$ cat src/rtl/sec_ded_pkg.sv
// Shared SEC-DED definitions: word widths and the Hsiao H-matrix columns.
// The decoder imports this same package so encode and syndrome always agree.
package sec_ded_pkg;

  localparam int DATA_W = 32;
  localparam int CHK_W  = 7;
  localparam int CW_W   = DATA_W + CHK_W;

  // One distinct weight-3 column per data bit. Odd column weight lets the
  // decoder tell single errors (odd syndrome) from double errors (even).
  localparam logic [CHK_W-1:0] H_COL [0:DATA_W-1] = '{
    7'b0000111, 7'b0001011, 7'b0010011, 7'b0100011,
    7'b0001101, 7'b0001110, 7'b0010101, 7'b0010110,
    7'b0011001, 7'b0011010, 7'b0011100, 7'b0100101,
    7'b0100110, 7'b0101001, 7'b0101010, 7'b0101100,
    7'b0110001, 7'b0110010, 7'b0110100, 7'b0111000,
    7'b1000011, 7'b1000101, 7'b1000110, 7'b1001001,
    7'b1001010, 7'b1001100, 7'b1010001, 7'b1010010,
    7'b1010100, 7'b1011000, 7'b1100001, 7'b1100010
  };

endpackage

$ cat src/rtl/sec_ded_chk_gen.sv
// Combinational check-bit generator: XOR of the H columns of every set data
// bit. The decoder reuses this block on received data to form its syndrome.
import sec_ded_pkg::*;

module sec_ded_chk_gen (
  input  logic [DATA_W-1:0] data,
  input  logic              unused_tie,
  output logic [CHK_W-1:0]  chk
);

  // Fold the selected H columns into the check word.
  always_comb begin
    chk = '0;
    for (int i = 0; i < DATA_W; i++) begin
      if (data[i]) chk = chk ^ H_COL[i];
    end
    chk = chk | {CHK_W{unused_tie & 1'b0}};
  end

endmodule

$ cat src/rtl/sec_ded_enc_pipe.sv
// Two-stage SEC-DED encoder pipeline with valid/ready handshake, optional
// error injection and a wrapping delivered-word counter.
// S1 captures {data, inj}; S2 holds the finished codeword that drives OUT.
import sec_ded_pkg::*;

module sec_ded_enc_pipe #(
  parameter int DATA_W = 32,
  parameter int CHK_W  = 7
) (
  input  logic                     CLK,
  input  logic                     RST,
  input  logic [DATA_W-1:0]        IN,
  input  logic                     IN_VLD,
  output logic                     IN_RDY,
  input  logic [DATA_W+CHK_W-1:0]  INJ,
  output logic [DATA_W+CHK_W-1:0]  OUT,
  output logic                     OUT_VLD,
  input  logic                     OUT_RDY,
  output logic [15:0]              CNT
);

  localparam int CW = DATA_W + CHK_W;

  logic              s1_vld;
  logic [DATA_W-1:0] s1_data;
  logic [CW-1:0]     s1_inj;
  logic              s2_vld;
  logic [CW-1:0]     s2_cw;
  logic [CHK_W-1:0]  s1_chk;
  logic              s1_adv;
  logic              s2_adv;

  sec_ded_chk_gen u_chk_gen (
    .data       (s1_data),
    .unused_tie (1'b0),
    .chk        (s1_chk)
  );

  // Stage advance: a stage moves when empty or when its successor moves.
  // IN_RDY depends only on state, OUT_RDY and RST, never on IN_VLD.
  always_comb begin
    s2_adv = !s2_vld || OUT_RDY;
    s1_adv = !s1_vld || s2_adv;
    IN_RDY = !RST && s1_adv;
  end

  // Pipeline registers, injection XOR into S2 and delivery counter.
  always_ff @(posedge CLK) begin
    if (RST) begin
      s1_vld  <= 1'b0;
      s1_data <= '0;
      s1_inj  <= '0;
      s2_vld  <= 1'b0;
      s2_cw   <= '0;
      CNT     <= '0;
    end else begin
      if (s1_adv) begin
        s1_vld <= IN_VLD;
        if (IN_VLD) begin
          s1_data <= IN;
          s1_inj  <= INJ;
        end
      end
      if (s2_adv) begin
        s2_vld <= s1_vld;
        if (s1_vld) s2_cw <= {s1_chk, s1_data} ^ s1_inj;
      end
      if (s2_vld && OUT_RDY) CNT <= CNT + 16'd1;
    end
  end

  assign OUT     = s2_cw;
  assign OUT_VLD = s2_vld;

endmodule
$ cat config.mk
export PLATFORM = sky130hd
export DESIGN_NAME = sec_ded_enc_pipe
export DESIGN_NICKNAME = d
export VERILOG_FILES = /design/src/rtl/sec_ded_pkg.sv /design/src/rtl/sec_ded_chk_gen.sv /design/src/rtl/sec_ded_enc_pipe.sv
export SDC_FILE = /design/constraint.sdc
export NUM_CORES = 1
export LEC_CHECK = 0
export ABC_CLOCK_PERIOD_IN_PS = 2100
export BUFFER_PORTS_ARGS = -buffer_cell sky130_fd_sc_hd__buf_4
export CAP_MARGIN = 20
export CORE_MARGIN = 3
export CORE_UTILIZATION = 53
export CTS_CLUSTER_DIAMETER = 30
export DETAILED_ROUTE_END_ITERATION = 6
export GPL_ROUTABILITY_DRIVEN = 0
export PLACE_DENSITY_LB_ADDON = 0.2
export SYNTH_ARGS = -nofsm -noshare
export SYNTH_HDL_FRONTEND = slang
export SYNTH_SLANG_ARGS = --single-unit
$ cat constraint.sdc
create_clock -name CLK -period 2.1 [get_ports CLK]
set_input_delay 0.525 -clock CLK [delete_from_list [all_inputs] [get_ports CLK]]
set_output_delay 0.525 -clock CLK [all_outputs]
set_load 0.1 [all_outputs]
==> results of run 1 <==
## synth_stat cells, drive strengths merged (2+ instances only)
library cell	n	area [sq um]
nand3	7	35.0
a21oi	80	404
clkbuf	33	124
a211oi	33	248
xnor3	14	315
dfxtp	128	2560
or3	2	12.5
o21ai	3	15.0
nor2b	3	18.8
inv	2	7.51
xnor2	78	683
nand2	160	601
nand4	2	12.5
nor2	52	195
xor2	10	87.6
and3	2	12.5
buf	4	26.3
nor3	4	20.0
nor4	4	25.0
## critical path, stage by stage (launching register included)
cell	delay, ps
dfxtp_2	350
nor2b_1	130
buf_4	150
a21oi_4	140
buf_6	230
## per-stage QoR
| stage | total power [mW] | util (%) | instances | instance area, sq um | worst slack, ps |
|---|---|---|---|---|---|
| finish | 7.21 | 72.7 | 892 | 7210 | 55.0 |
| global route | 7.48 | 72.7 | 892 | 7210 | 2.60 |
| CTS | 7.25 | 72.7 | 892 | 7210 | 31.4 |
| detailed placement | 4.25 | 66.5 | 861 | 6590 | 248 |
| global placement | 4.23 | 66.5 | 861 | 6590 | 294 |
| floorplan | 3.89 | - | 627 | 5490 | 27.8 |
## per-layer routing
layer	up-vias	track usage [%]	routed length (um)
met2	136	37.2	6380
li1	2316	-	-
met3	14	5.22	740
met5	-	0	0
met1	2103	30.0	5740
met4	0	6.04	116
## power by group
group,switching [mW],internal (mW),leakage (nW)
Clock,1.02,1.98,0.286
Sequential,0.128,2.58,1.06
Combinational,0.897,0.605,1.60
## worst max-delay path by stage
stage	from	to	slack (ps)
finish	OUT_VLD	IN_RDY	60
global route	OUT_VLD	IN_RDY	3
CTS	OUT_VLD	IN_RDY	30
detailed placement	s1_data[11]	OUT[32]	250
global placement	s1_data[6]	OUT[36]	290
floorplan	CNT[2]	CNT[13]	30
## cells in the final DEF (no fill, tap or decap), types with 2 or more instances in the layout
cell	n
and3_1	2
clkbuf_8	3
dfxtp_1	118
xnor2_1	78
nand4_1	2
nor4_1	4
a211oi_1	33
clkbuf_16	16
dfxtp_2	10
buf_4	134
nand2_1	159
clkinv_2	2
bufinv_16	4
buf_12	3
o21ai_1	3
clkinvlp_4	4
nor3_1	4
nand3_1	7
nor2_1	52
inv_1	2
or3_1	2
nor2b_1	2
xnor3_1	14
clkbuf_1	2
xor2_1	10
a21oi_1	78
## cells by family after synthesis
logic type	share of synthesized area (%)
AND/OR/NAND/NOR	17.5
flip-flops	46.9
AO/OA/AOI/OAI	12.2
XOR/XNOR	20.3
buffers and inverters	2.88
adder cells (fa/ha/maj)	0.229
## repair_timing
action	CTS	global route
buffers inserted	0	0
setup endpoints to repair	1	0
gates resized for setup	1	0
## flip-flops by register name (all words and copies together) (netlist names)
name and cells:
OUT 39, s1_inj 39, s1_data 32, CNT 16, OUT_VLD 1, s1_vld 1
## layout make-up
| cell class | count | area (sq um) |
|---|---|---|
| Clock buffer | 21 | 449 |
| Fill cell | 746 | 2700 |
| Inverter | 2 | 7.51 |
| Sequential cell | 128 | 2570 |
| Clock inverter | 10 | 160 |
| Multi-Input combinational cell | 460 | 2770 |
| Tap cell | 133 | 166 |
| Timing Repair Buffer | 138 | 1080 |
==> results_dict.tcl, run 1 <==
set metrics [dict create \
    run_status "completed" \
    power_density_nw_per_um2 1000 \
    antenna_violating_nets_post_route 0 \
    grt_antenna_before_repair 0 \
    layout_worst_path_cycle_share_pct 97.4 \
    number_of_global_route_vias_before_repair 4266 \
    maxCapViolCount 0 \
    timing.hold.worst.class "input port to flop" \
    number_of_failing_hold_endpoints_at_the_final_stage 0 \
    drive_gt1_share_pct 24.0 \
    achievable-frequency_ghz 0.489 \
    core.rowCount 36 \
    final_slew_viol_count 0 \
    timing.reg2reg.setup_slack_ps 240 \
    initial_core_util_pct 55.2 \
    initialDrtViolationCount 208 \
    ios 132 \
    worst-endpoint-arrival_ps 1520 \
    vdd_drop_max_uv 530 \
    bufs_on_longest_clock_path 2 \
    worst_setup_hold_path_clk_slew_ps 60 \
    measured_slew_at_the_worst_slew_check_pin_ps 549 \
    grtUsageTotal_pct 22.6 \
    syn2layout_area_growth_pct 31.8 \
    post_drt_via_cell_ratio 5.12 \
    hold_path_startpoint "INJ[34]" \
    critical_path.startpoint_type "flop" \
    worst-endpoint-required_ps 1570 \
    syn-num-nets 703 \
    nNetsFinal 823 \
    relSlewSlack_pct 63.4 \
    cts_tree "yes" \
    timing.final.crit_period_ps 2040 \
    finalSetupViolCount 0 \
    count_of_different_cell_masters_after_synthesis 27 \
    timing.setup.tns_ps 0 \
    remaining_drc_errors 0 \
    initial_drt_pass_iterations 5 \
    crit_path_max_fanout 7 \
    numCtsBuffers 17 \
    timing.critical_path.to_type "output pin" \
    routed-via-count 4569 \
    r2r-end "OUT[32]" \
    clkSinkCount 128 \
    grt.overflow.total 0 \
    p_leak_nw 2.94 \
    criticalPathCategory "flop to output pin" \
    yosysWarnings 0 \
    mappedNetlistArea_sq_um 5470 \
    ys_dominant_reg_cell "dfxtp_1" \
    die_height_um 108 \
    r2r.worst_path.cells 5 \
    global_route_wire_length_before_repair_mm 20.6 \
    holdPathEnd "s1_inj[34]" \
    clock_insertion_delay_worst_skew_ps 510 \
    rsz0062_at_grt "false" \
    cts_root_buffer "clkbuf_8" \
    synth_enable_flop_cells 0 \
    async_flop_share_pct 0 \
    floorplan.core_area_sq_um 9910 \
    dieWidth_um 108 \
    per_cell_routed_wire_length_um 14.6 \
    finClkSkew_ps 8.82 \
    grt_start_max_net_pins 129 \
    diodes 0 \
    hold_depth 3 \
    synth_sequential_area_ratio_pct 46.9 \
    count_of_hold_buffers_inserted_by_post_cts_repair 0 \
    design.die.area_sq_um 11600 \
    syn-instance-count 627 \
    holdWs_ps 259 \
    reg2reg_from "s1_data[11]" \
    drt_wl_total_mm 13.0 \
    place.port_buffers 131 \
    synthesis.area_per_instance_sq_um 8.72 \
    detailed_place_hpwl_mm 8.80 \
    synth.ff_latch_count 128 \
    cts-htree-levels 4 \
]
No activity file was read; power rests on OpenSTA's default activity.
==> run 2, diff against run 1 <==
--- a/config.mk
+++ b/config.mk
@@ -10,5 +10,5 @@
 export CAP_MARGIN = 20
 export CORE_MARGIN = 3
-export CORE_UTILIZATION = 53
+export CORE_UTILIZATION = 54
 export CTS_CLUSTER_DIAMETER = 30
 export DETAILED_ROUTE_END_ITERATION = 6
@@ -17,3 +17,4 @@
 export SYNTH_ARGS = -nofsm -noshare
 export SYNTH_HDL_FRONTEND = slang
+export SYNTH_HIERARCHICAL = 1
 export SYNTH_SLANG_ARGS = --single-unit
==> constraint.sdc (replaced) <==
create_clock -name CLK -period 2.1 [get_ports CLK]
set_input_delay 0.21 -clock CLK [delete_from_list [all_inputs] [get_ports CLK]]
set_output_delay 0.21 -clock CLK [all_outputs]
set_load 0.1 [all_outputs]
==> run 2 against run 1 <==
Compared with the run above: synthesized cell count is 0.16% lower; critical path depth up 1; count of clock-buffer cells in the layout is the same; total power rose by 2.8%; utilization rose by 8.3 points; design area increased by 11%; combinational power is 13% higher; die area shrank 0.24%; via count grew 10%; non-clock buffer count rose by 80; area after synthesis increased by 1.6%.
==> results_dict.tcl, run 2 <==
set metrics [dict create \
    numCtsBuffers 17 \
    comb_power_share_pct 22.8 \
    run_status "completed" \
    initial_core_util_pct 56.1 \
    maxCapViolCount 0 \
    ios 132 \
    dp_cells 864 \
    p_leak_nw 3.30 \
    achievable-frequency_ghz 0.525 \
    routed-via-count 5041 \
    rsz0062_at_grt "false" \
    die_height_um 107 \
    antenna_violating_nets_post_route 0 \
    nNetsFinal 899 \
    criticalPathCategory "flop to flop" \
    clock_insertion_delay_worst_skew_ps 520 \
    worst_setup_hold_path_clk_slew_ps 60 \
    number_of_failing_hold_endpoints_at_the_final_stage 0 \
    yosysWarnings 6 \
    measured_slew_at_the_worst_slew_check_pin_ps 476 \
    syn2layout_area_growth_pct 44.5 \
    grt.overflow.total 0 \
    relSlewSlack_pct 68.3 \
    final_slew_viol_count 0 \
    grt_start_max_net_pins 69 \
    critical_path.startpoint_type "flop" \
    swShare_pct 29.6 \
    power_density_nw_per_um2 923 \
    layout_worst_path_cycle_share_pct 90.7 \
    pwr-share-seq_pct 36.4 \
    cts_repair_resize_count 0 \
    p_switching_mw 2.19 \
    floorplan.core_area_sq_um 9910 \
    cts_root_buffer "clkbuf_8" \
    post_cts.repair.setup_buffers 0 \
    number_of_global_route_vias_before_repair 5213 \
    timing.setup.tns_ps 0 \
    grt_antenna_before_repair 0 \
    grtUsageTotal_pct 27.8 \
    remaining_drc_errors 0 \
    timing.final.crit_period_ps 1910 \
    initial_drt_pass_iterations 4 \
    detailed_place_hpwl_mm 9.26 \
    post_drt_via_cell_ratio 5.20 \
    clkSinkCount 128 \
    timing.critical_path.to_type "flop" \
    internal_power_mw 5.22 \
    slowest_delay_ps 480 \
    global_route_wire_length_before_repair_mm 25.3 \
    place.port_buffers 131 \
    diodes 0 \
    most-common-layout-cells "nand2_1 (149), buf_4 (144), dfxtp_1 (118), xnor2_1 (79), a21oi_1 (76)" \
    finClkSkew_ps 9.75 \
    pwr-share-clk_pct 40.8 \
    worst-endpoint-required_ps 2520 \
    bufs_on_longest_clock_path 2 \
    drt_wl_total_mm 15.5 \
    design.die.area_sq_um 11500 \
    fin_util_pct 81.0 \
    slowest_stage "xnor3_1" \
    per_cell_routed_wire_length_um 16.0 \
    cts_tree "yes" \
    finish.cell_count_without_fillers 969 \
    crit_chain "xnor2_1 -> xnor3_1 -> xnor3_1 -> xnor2_1 -> a211oi_1" \
    initialDrtViolationCount 288 \
    mappedNetlistArea_sq_um 5560 \
    drive_gt1_share_pct 23.1 \
    crit_path_max_fanout 2 \
    most_common_cell_after_layout_fill_and_taps_aside "nand2_1" \
    finalSetupViolCount 0 \
    vdd_drop_max_uv 594 \
    syn-num-nets 702 \
    core.rowCount 36 \
    timing.hold.worst.class "input port to flop" \
    synthesis.area_per_instance_sq_um 8.88 \
    syn-instance-count 626 \
    totalPowerFinal_mw 7.41 \
    count_of_hold_buffers_inserted_by_post_cts_repair 73 \
    worst-endpoint-arrival_ps 2330 \
    dieWidth_um 107 \
    cts-htree-levels 4 \
]
-- run 2: worst paths after layout --
kind / startpoint / endpoint / slack, ps / depth (start not counted)
hold reg to reg: s1_inj[17] / s1_inj[17] / 470 / 2
setup / recovery: s1_data[17] / OUT[33] / 190 / 5
hold / removal: RST / CNT[2] / 140 / 2
setup reg to reg: s1_data[17] / OUT[33] / 190 / 5
-- run 2: metal layers --
metal | GRT usage (%) | share of wire, % | wire (um) | up-vias
li1 | - | - | - | 2469
met1 | 33.3 | 41 | 6380 | 2358
met2 | 48.0 | 50 | 7790 | 179
met3 | 6.96 | 5.7 | 875 | 35
met4 | 11.0 | 2.7 | 420 | 0
met5 | 0 | 0 | 0 | -
-- run 2: worst max-delay path, delay by kind of cell, from the launching register on --
kind	cells	cell delay (ps)
AOI/OAI and AO/OA	1	230
xor gates and xnor gates	4	1260
DFF	1	320
-- run 2: area by class of cell --
class,count,area [sq um]
flip-flops and latches,128,2570
repair buffers,218,1830
multi-input cells,457,2840
fillers,611,1880
well taps,133,166
clock inverters,11,155
inverters,1,3.75
clock buffers,21,459
-- run 2: power by group through the flow --
stage	Combinational [mW]	Sequential, mW	Clock, mW
after floorplan	0.762	3.16	0
after global placement	1.53	2.74	0
after detailed placement	1.55	2.74	0
final	1.69	2.70	3.03
after CTS	1.67	2.70	3.04
after global routing	1.79	2.72	3.17
-- run 2: through the flow --
stage | hold slack, ps | cell area [sq um] | worst slack, ps
after global placement | 451 | 6680 | 274
after floorplan | 331 | 5570 | 10.2
after detailed placement | 461 | 6680 | 225
after CTS | 115 | 8030 | 196
after global routing | 141 | 8030 | 79.6
final | 143 | 8030 | 194
==> run 3, diff against run 2 <==
- SETUP_SLACK_MARGIN: default -> 0.2
==> run 3 against run 2 <==
Compared with the run above: setup slack better by 26 ps; largest power group unchanged; sequential cell count stayed put; wire length is 5.4% higher; die area stayed put; critical path depth stayed put; total power is 1.0% lower; highest routed layer unchanged; first-iteration DRC count is 6.6% lower; clock power is 4% lower.
==> results_dict.tcl, run 3 (synthesis gave the netlist of run 2 again) <==
set metrics [dict create \
    vdd_drop_max_uv 563 \
    run_status "completed" \
    multi_input_logic_area_sq_um 2890 \
    initial_drt_pass_iterations 5 \
    hold_depth 2 \
    per_cell_routed_wire_length_um 16.9 \
    final.fill_count 558 \
    cts_tree "yes" \
    holdWs_ps 135 \
    bufs_on_longest_clock_path 2 \
    timing.hold.worst.class "input port to flop" \
    grt_start_max_net_pins 53 \
    holdPathEnd "CNT[5]" \
    finish.cell_count_without_fillers 968 \
    clkSinkCount 128 \
    path_buf_inv 0 \
    critical_path.startpoint_type "flop" \
    internal_power_mw 5.18 \
    grtUsageTotal_pct 28.1 \
    detailed_place_hpwl_mm 9.53 \
    maxCapViolCount 0 \
    number_of_global_route_vias_before_repair 5233 \
    power_density_nw_per_um2 910 \
    timing.final.crit_period_ps 1880 \
    remaining_drc_errors 0 \
    finalSetupViolCount 0 \
    hold_path_startpoint "RST" \
    slowest_delay_ps 460 \
    achievable-frequency_ghz 0.532 \
    worst-endpoint-required_ps 2520 \
    drt_wl_total_mm 16.3 \
    criticalPathCategory "flop to flop" \
    crit_path_max_fanout 2 \
    place.port_buffers 131 \
    r2r-end "OUT[33]" \
    global_route_wire_length_before_repair_mm 25.5 \
    p_switching_mw 2.16 \
    finClkSkew_ps 7.18 \
    worst_setup_hold_path_clk_slew_ps 60 \
    final_slew_viol_count 0 \
    measured_slew_at_the_worst_slew_check_pin_ps 546 \
    comb_power_share_pct 23.3 \
    timing.critical_path.to_type "flop" \
    layout_worst_path_cycle_share_pct 89.5 \
    floorplan.core_area_sq_um 9910 \
    grt_antenna_before_repair 0 \
    reg2reg_from "s1_data[17]" \
    critical_path.most_common_cell "xnor3_1" \
    timing.critical_path.depth 5 \
    antenna_violating_nets_post_route 0 \
    post_cts.repair.setup_buffers 0 \
    core.rowCount 36 \
    pwr-share-seq_pct 36.9 \
    syn2layout_area_growth_pct 45.0 \
    grt.overflow.total 0 \
    swShare_pct 29.4 \
    fin_util_pct 81.3 \
    initial_core_util_pct 56.1 \
    ios 132 \
    routed-via-count 5179 \
    pwr-share-clk_pct 39.8 \
    initialDrtViolationCount 269 \
    post_drt_via_cell_ratio 5.35 \
    design.die.area_sq_um 11500 \
    diodes 0 \
    dp_cells 864 \
    relSlewSlack_pct 63.6 \
    p_leak_nw 3.31 \
    cts-htree-levels 4 \
    clock_insertion_delay_worst_skew_ps 520 \
    timing.reg2reg.setup_slack_ps 220 \
    critical-path-top-delay-family "XOR/XNOR gates" \
    number_of_failing_hold_endpoints_at_the_final_stage 0 \
    r2r.worst_path.cells 5 \
    most_common_cell_after_layout_fill_and_taps_aside "nand2_1" \
    dieWidth_um 107 \
    most-common-layout-cells "nand2_1 (149), buf_4 (145), dfxtp_1 (108), a21oi_1 (76), xnor2_1 (75)" \
    slowest_stage "xnor3_1" \
    die_height_um 107 \
    drive_gt1_share_pct 24.8 \
    cts_root_buffer "clkbuf_8" \
    crit_chain "xnor2_2 -> xnor3_1 -> xnor3_1 -> xnor2_1 -> a211oi_1" \
    nNetsFinal 899 \
    ff_latch_area_sq_um 2590 \
    worst-endpoint-arrival_ps 2300 \
    rsz0062_at_grt "true" \
    timing.setup.tns_ps 0 \
    numCtsBuffers 17 \
]
run 3: power by group through the flow:
| stage | logic, mW | clock network (mW) | registers, mW |
|---|---|---|---|
| floorplan | 0.762 | 0 | 3.16 |
| global placement | 1.52 | 0 | 2.74 |
| detailed placement | 1.55 | 0 | 2.75 |
| CTS | 1.67 | 2.93 | 2.70 |
| global route | 1.80 | 3.05 | 2.72 |
| finish | 1.71 | 2.92 | 2.71 |
run 3: cell type report:
| class | instances | share of cell area, % |
|---|---|---|
| clock buffer | 21 | 5.59 |
| tap | 133 | 2.07 |
| inverter | 1 | 0.0466 |
| clock inverter | 10 | 1.68 |
| timing repair buffer | 218 | 22.6 |
| multi-input combinational | 457 | 35.9 |
| sequential | 128 | 32.2 |
run 3: worst max path at each step:
| stage | from | endpoint | slack (ps) |
|---|---|---|---|
| global placement | s1_data[17] | OUT[33] | 280 |
| finish | s1_data[17] | OUT[33] | 220 |
| floorplan | CNT[12] | CNT[15] | 220 |
| CTS | s1_data[17] | OUT[33] | 200 |
| detailed placement | s1_data[17] | OUT[33] | 230 |
| global route | s1_data[17] | OUT[33] | 150 |
run 3: routing by layer:
metal / wire length [um] / GRT usage [%] / vias up / part of all wire [%]
met1: 6610 / 33.9 / 2477 / 41
met2: 8470 / 49.6 / 205 / 52
li1: - / - / 2467 / -
met4: 284 / 8.30 / 0 / 1.7
met5: 0 / 0 / - / 0
met3: 940 / 7.02 / 30 / 5.8
run 3: timing repair:
item,CTS,global route
setup endpoints to repair,0,5
gates resized for setup,0,14
endpoints found under the hold margin,72,1
hold buffers,72,1
run 3: through the flow:
step	worst slack (ps)	area (sq um)	power, mW
after global routing	146	8060	7.58
after CTS	200	7990	7.30
after detailed placement	234	6680	4.29
after global placement	276	6680	4.26
final	221	8060	7.34
after floorplan	221	5580	3.92
